<file path="config.mk">
export PLATFORM = sky130hd
export DESIGN_NAME = ram_rd_stream
export DESIGN_NICKNAME = d
export VERILOG_FILES = /design/src/rtl/ram_rd_stream.sv
export SDC_FILE = /design/constraint.sdc
export NUM_CORES = 1
export LEC_CHECK = 0
export CORE_UTILIZATION = 50
export DETAILED_ROUTE_END_ITERATION = 8
export PLACE_DENSITY = 0.81
export SYNTH_ARGS = -nofsm -noshare
export SYNTH_HDL_FRONTEND = slang
export SYNTH_SLANG_ARGS = --single-unit
export TNS_END_PERCENT = 30
</file>
<file path="constraint.sdc">
create_clock -name i_clk -period 3.1 [get_ports i_clk]
set_input_delay 0.465 -clock i_clk [delete_from_list [all_inputs] [get_ports i_clk]]
set_output_delay 0.465 -clock i_clk [all_outputs]
set_load 0.02 [all_outputs]
</file>
<file path="src/rtl/ram_rd_stream.sv">
// ram_rd_stream: turns (addr, len) commands into held RAM reads and streams the words out
// through a 2-entry buffer, so downstream backpressure never cuts a RAM read short.
module ram_rd_stream #(
  parameter int AddrWidth = 9
) (
  input  logic                 i_clk,
  input  logic                 i_reset,
  input  logic [AddrWidth-1:0] i_cmd_addr,
  input  logic [AddrWidth:0]   i_cmd_len,
  input  logic                 i_cmd_valid,
  output logic                 o_cmd_ready,
  output logic [AddrWidth-1:0] o_ram_rd_addr,
  output logic                 o_ram_rd_valid,
  input  logic                 i_ram_rd_ready,
  input  logic [31:0]          i_ram_rd_data,
  output logic [31:0]          o_out_data,
  output logic                 o_out_last,
  output logic                 o_out_valid,
  input  logic                 i_out_ready,
  output logic                 o_busy
);
  typedef enum logic [1:0] {IDLE, ISSUE, HOLD, DRAIN} state_t;
  state_t               r_state, w_next;
  logic [AddrWidth-1:0] r_addr;
  logic [AddrWidth:0]   r_remaining;
  logic [31:0]          r_data [2];
  logic [1:0]           r_last;
  logic                 r_wr, r_rd;
  logic [1:0]           r_cnt, w_cnt_next;
  logic                 w_accept, w_push, w_pop, w_is_last;
  assign w_accept   = i_cmd_valid & o_cmd_ready & (i_cmd_len != '0);
  assign w_push     = (r_state == HOLD) & i_ram_rd_ready;
  assign w_pop      = o_out_valid & i_out_ready;
  assign w_is_last  = r_remaining == (AddrWidth+1)'(1);
  assign w_cnt_next = r_cnt + {1'b0, w_push} - {1'b0, w_pop};
  always_comb begin
    w_next         = r_state;
    o_ram_rd_valid = 1'b0;
    case (r_state)
      IDLE:  w_next = w_accept ? ISSUE : IDLE;
      ISSUE: begin
        o_ram_rd_valid = r_cnt < 2'd2;
        w_next         = (r_cnt < 2'd2) ? HOLD : ISSUE;
      end
      // rd_valid must stay up until ready, otherwise the RAM drops the read
      HOLD:  begin
        o_ram_rd_valid = 1'b1;
        w_next         = !i_ram_rd_ready ? HOLD : w_is_last ? DRAIN : (w_cnt_next == 2'd2) ? ISSUE : HOLD;
      end
      DRAIN: w_next = (w_cnt_next == 2'd0) ? IDLE : DRAIN;
      default: w_next = IDLE;
    endcase
  end
  always_ff @(posedge i_clk or posedge i_reset) begin
    if (i_reset) begin
      r_state     <= IDLE;
      r_addr      <= '0;
      r_remaining <= '0;
      r_data[0]   <= '0;
      r_data[1]   <= '0;
      r_last      <= '0;
      r_wr        <= 1'b0;
      r_rd        <= 1'b0;
      r_cnt       <= '0;
    end else begin
      r_state <= w_next;
      r_cnt   <= w_cnt_next;
      if (w_accept) begin
        r_addr      <= i_cmd_addr;
        r_remaining <= i_cmd_len;
      end
      if (w_push) begin
        r_addr         <= r_addr + AddrWidth'(1);
        r_remaining    <= r_remaining - (AddrWidth+1)'(1);
        r_data[r_wr]   <= i_ram_rd_data;
        r_last[r_wr]   <= w_is_last;
        r_wr           <= ~r_wr;
      end
      if (w_pop) r_rd <= ~r_rd;
    end
  end
  assign o_busy        = r_state != IDLE;
  assign o_cmd_ready   = !o_busy;
  assign o_ram_rd_addr = r_addr;
  assign o_out_valid   = r_cnt != 2'd0;
  assign o_out_data    = r_data[r_rd];
  assign o_out_last    = o_out_valid & r_last[r_rd];
endmodule
</file>
### Yosys cells after proc, flatten, opt, wreduce, memory -nomap -nowiden

Cells that the tools add are included.

* flip-flop bits (word level): 91
* output and inout port bits: 46
* word-level logic and storage cells: 66

* equality and inequality tests: 5
* reduce and logical (&&, ||, !) cells: 9
* multiplexer cells: 23
* magnitude comparators: 7
* $add $sub $neg: 4
* bitwise logic cells: 9

Operators with widths (count)
* $mux W32: 4
* $bwmux W64: 1
* $demux W32 S1: 1
* $mux W10: 2
* $mux W9: 2
* $eq A10 B1 Y1 const B: 1
* $mux W2: 5
* $reduce_bool A10 Y1: 1
* $sub A10 B1 Y10 const B: 1
* $add A9 B1 Y9 const B: 1
* $pmux W2 S4: 1
* $eq A2 B2 Y1 const B: 3
* $reduce_bool A2 Y1: 3
* $and A1 B1 Y1: 5
* $ge A2 B2 Y1 const B: 2
* $logic_not A2 Y1: 2
* $lt A1 B2 Y1 const B: 2
* $mux W1: 4
* $not A1 Y2: 2
* $add A2 B1 Y2: 1
* $bwmux W2: 1
* $eq A2 B1 Y1 const B: 1
* $logic_and A1 B1 Y1: 2
* $lt A2 B1 Y1 const B: 1
* 7 further kinds: 8

### Longest topological paths before layout

Gate-level depths: netlist (run 1).

* depth in word-level cells: 9
* gate-level depth with buffers: 12
* mapped depth without buffers: 11

### Worst setup path before layout (run 1)

No wires, ideal clock.

* kind: reg-to-reg
* start: register r_state[0]
* end: register r_state[1]
* setup slack: 0.868 ns
* required time: 2.965 ns
* library setup time: 0.135 ns
* cell stages (with the launch flop): 13
* period minus slack after synthesis: 2.232 ns
* arrival: 2.097 ns
* cells stage by stage: dfrtp_1 inv_1 ha_1 and2_1 clkbuf_1 inv_2 ha_1 inv_1 ha_1 xnor2_1 mux2i_1 a211oi_1 a21oi_2

* longest elaborated chain between the ends: 9

Ends and longest elaborated chain
* start: declaration: RTL line 23 `state_t r_state, w_next;`
* start signal: assignment: RTL line 66 `r_state <= w_next;`
* $eq A2 B2 Y1: RTL line 32, 39
* $and A1 B1 Y1: RTL line 32 `assign w_push = (r_state == HOLD) & i_ram_rd_ready;`
* $add A2 B1 Y2: RTL line 35 `assign w_cnt_next = r_cnt + {1'b0, w_push} - {1'b0, w_pop};`
* $sub A2 B1 Y2: RTL line 35
* $eq A2 B2 Y1: RTL line 48 `w_next = !i_ram_rd_ready ? HOLD : w_is_last ? DRAIN : (w_cnt_next == 2'd2) ? ISSUE : HOLD;`
* $mux W2 (3 in a row): RTL line 48
* $pmux W2 S4 *: RTL line 39 `case (r_state)`
* via w_next[1]: RTL line 23

Mark *: on every way through the listed nets, which the timed path passes. The rest lies on a longest branch.
A chain may end at the register's enable or synchronous reset.

### Worst setup path after layout (run 1)

* start: register r_rd
* end: output port o_out_data[0]

* longest elaborated chain between the ends: 4

Ends and longest elaborated chain
* start: declaration: RTL line 28 `logic r_wr, r_rd;`
* start signal: assignment: RTL line 79 `if (w_pop) r_rd <= ~r_rd;`
* $not A1 Y2 (implied by the code): RTL line 86 `assign o_out_data = r_data[r_rd];`
* $mux W32 (implied by the code) (3 in a row): RTL line 86
* end: declaration: RTL line 16 `output logic [31:0] o_out_data,`

No other way between the ends. The select of a mux whose other input is x is not followed.

==> results of run 1 <==
==> kinds of logic (layout without fill, tap and decap cells) <==
| family | count (synthesis) | count (layout) |
|---|---|---|
| muxes | 105 | 105 |
| DFF | 91 | 91 |
| and+or+nand+nor | 71 | 71 |
| AOI/OAI and AO/OA | 44 | 44 |
| buffers and inverters | 31 | 139 |
| adders and majority gates | 9 | 9 |
| xor gates and xnor gates | 4 | 4 |
==> report_power, final <==
part,internal (mW),switching (mW),total (mW)
clock,0.305,0.452,0.757
combinational,1.58,1.32,2.90
sequential,1.75,0.365,2.11
total,3.63,2.14,5.77
==> worst reg2reg max path: stages, from the launching register on <==
cell and delay, ps:
dfrtp_1 410, inv_1 100, ha_1 240, and2_1 180
inv_2 110, ha_1 290, inv_1 40, ha_1 200
xnor2_1 180, mux2i_1 120, a211oi_1 230, a21oi_2 90
==> layout make-up <==
class                   count  area [µm²]
multi-input cells         233        2030
well taps                 105         131
clock inverters             7        63.8
inverters                  14        53.8
clock buffers               9         124
fillers                   620        2620
flip-flops and latches     91        2280
repair buffers            109        1080
==> synth_stat cells, drive strengths merged, types with 2 or more instances <==
cell	n
o221a	2
o2bb2ai	2
nand3	6
o21a	2
nand2b	4
dfrtp	91
mux2i	8
nand4	2
inv	14
and4	3
xnor2	2
mux2	97
a211oi	6
nor2	14
o32ai	2
a21oi	9
o21ai	6
o31ai	3
and2	3
and3	3
ha	9
nand3b	2
nand2	14
a31oi	4
a31o	3
clkbuf	4
buf	13
nor3	11
nor4	3
==> worst min-delay path by stage <==
stage,slack (ps),end,cells after the start
after floorplan,450,r_last[0],2
after detailed placement,480,r_last[0],2
after global placement,460,r_last[1],2
after CTS,500,r_last[0],2
after global routing,520,r_data[24],1
final,490,r_last[0],2
==> state kept, by name (all words and copies together) (netlist names) <==
register and count:
r_data 64, r_wr 1, o_ram_rd_addr 9, r_last 2, r_state 2, r_cnt 2, r_remaining 10, r_rd 1
==> per-layer routing <==
layer,share of wire,wire [µm],global-route usage
met5,0,0,0
met4,0.010,95,0.0659
met3,0.061,571,0.0348
met2,0.48,4530,0.355
met1,0.45,4220,0.288
==> stage by stage <==
step           utilization  instance area [µm²]  instances  power, mW
2_1_floorplan            -                 4430        355       3.88
3_3_place_gp         0.665                 5580        552       4.94
3_5_place_dp         0.665                 5580        552       5.04
4_1_cts              0.688                 5770        568       5.81
5_1_grt              0.688                 5770        568       6.14
6_report             0.688                 5770        568       5.77
==> results summary, run 1 <==
The critical path is of the flip-flop to output port type. The area of the core is 8380 µm². The register area share after synthesis is 0.514. Setup repair after global routing left no endpoint under its margin.

Synthesis handed over a netlist of 355 instances. The maximum fanout along the worst path came out at 32. Across the run, the number of max-cap violations was 0. Row generation in the floorplan step produced 33 rows. In this run the critical register-to-register path is launched from r_state[0]. The area overhead of the layout relative to synthesis came out at 30.0%.

The cell type with the highest aggregate area in the netlist is dfrtp_1. The multiplexer fraction of the synthesized cell area is 0.264. For this design, the CTS-stage hold fixing added 0 buffers. The data arrival time at the worst-slack endpoint is 2180 ps. The adder and majority gate portion of the synthesized area is 0.0254. The critical path ends at o_out_data[0]. The die height came out at 96.2 µm.

The net count of the finished layout is 523. The final estimated routing congestion in global placement came out at 0.824. At the pin with the least slew margin, the transition time is 487 ps. Leaving out fill and tap cells, the most frequent cell in the layout is clkdlybuf4s50_1. The proportion of netlist area held by the largest area contributor came out at 0.514. Walking the worst path, the cells encountered are buf_4 -> mux2_2 -> clkdlybuf4s50_1. The per-instance average area after synthesis is 12.5 µm². The global-route usage over all layers is 0.214. The XOR/XNOR share of the synthesized area came out at 0.0110. The detailed-route via count came out at 3223. The final period demand of the worst path came out at 2640 ps. Yosys attributes the largest share of cell area to dfrtp_1, mux2_2, ha_1. The delay contributed by the slowest stage of the critical path came out at 570 ps. The most used flip-flop cell after synthesis is dfrtp_1. The slack of the worst reg-to-reg path is 800 ps.

Setup violations remaining at the end of the flow were counted as 0. The areal power density over the cells came out at 1000 nW/µm². The critical-path cell with the highest stage delay is clkdlybuf4s50_1.

The clock transition at the registers of the reported paths is 100 ps. The clock latency of the later-clocked register in the worst-skew pair came out at 360 ps. The floorplan step defined a die boundary enclosing 9250 µm².

The total number of clock tree sinks came out at 91. Tracing the worst setup path back leads to its startpoint at r_rd. The final-report max-slew violation count is 0.

The required time at the worst-slack endpoint came out at 2630 ps. The maximum clock frequency came out at 379 MHz. The quantity of I/O buffers inserted on ports came out at 101. The width of the die is 96.2 µm. Summed over all cells, the static leakage comes to 2.50 nW.

The number of antenna diodes in the final layout is 0. The kind of cell with the highest combined delay along the critical path is buffers and inverters. Entering global routing, the biggest net connects 92 pins. The number of nets still failing antenna checks after routing is 0. The worst-case setup slack after placement is 563 ps. The via count of the first global-routing pass came to 3163. The total number of yosys warnings is 0. The peak supply drop is 529 µV. The path class of the tightest hold or removal check is flip-flop to flip-flop.

The worst setup path is captured at an output port. The worst path setup slack after routing is 460 ps. Of the total synthesized cell area, the portion taken by AND, OR, NAND and NOR gates is 0.0855. The final total negative setup slack is 0 ps. STA classifies the critical path startpoint as a flip-flop. The main combinational cell family by area after synthesis is multiplexers.

Together, buffers and inverters on the worst path number 2. The total clock buffers created by CTS is 9. The number of nets in the synthesized netlist is 420.

102 I/O pins were placed. In this run, post-CTS repair resized a total of 0 instances. The worst-case hold slack came out at 489 ps. The share of synthesized flip-flops with an asynchronous set or reset is 1.00.

The number of synthesized flops with an enable pin came out at 0. Dividing the final minimum period by the clock period gives 0.852. The H-tree level count is 3. Measured against its own limit, the worst slew margin works out to 0.675.

TritonCTS built the clock tree. The library cells used most frequently in the layout, excluding fill and tap cells, are clkdlybuf4s50_1, mux2_2, dfrtp_1, nand2_1, nor2_1. The synthesized area is 4430 µm².

The vias per cell came out at 5.67. The starting density of the core is 0.529. After detailed routing, the number of remaining DRC violations is 0.

The share of cells above drive strength 1 is 0.283. The first-iteration detailed-routing DRC count is 81. The count of cell instances traversed by the critical path came out at 3. The number of buffers on the longest clock path is 2. The wire-length estimate of the detail-placed layout is 6.56 mm. The final setup skew is 12.7 ps. The number of cells on the worst reg-to-reg path is 11. After synthesis, the netlist uses 46 different library cells.

The number of endpoints with negative hold slack in the final report came out at 0. The number of setup buffers added after CTS came out at 0. The number of iterations in the first detailed-routing pass is 4.

The beginning of the worst hold path is r_last[0]. The register bit total from synthesis is 91. The routed design has 9.42 mm of wire.

The detailed-route wire length per cell is 16.6 µm. The number of antenna violations at the first check in global routing was 0. The synthesized-area fraction occupied by ao, oa, aoi and oai cells is 0.0714. The first global-routing pass estimated 15.1 mm of wire.

The total grt overflow came out at 0. The library cell used as clock root buffer is clkbuf_8. The flow ran to the end, and the final reports show no timing, DRC or antenna violations. The worst register-to-register path ends at r_state[1].
Note: power is estimated with default switching activity, not from simulation.
==> run 2, diff against run 1 <==
- SLEW_MARGIN: unset -> 5
==> results of run 2 <==
Final layout, timing and power as in run 1 (identical DEF).
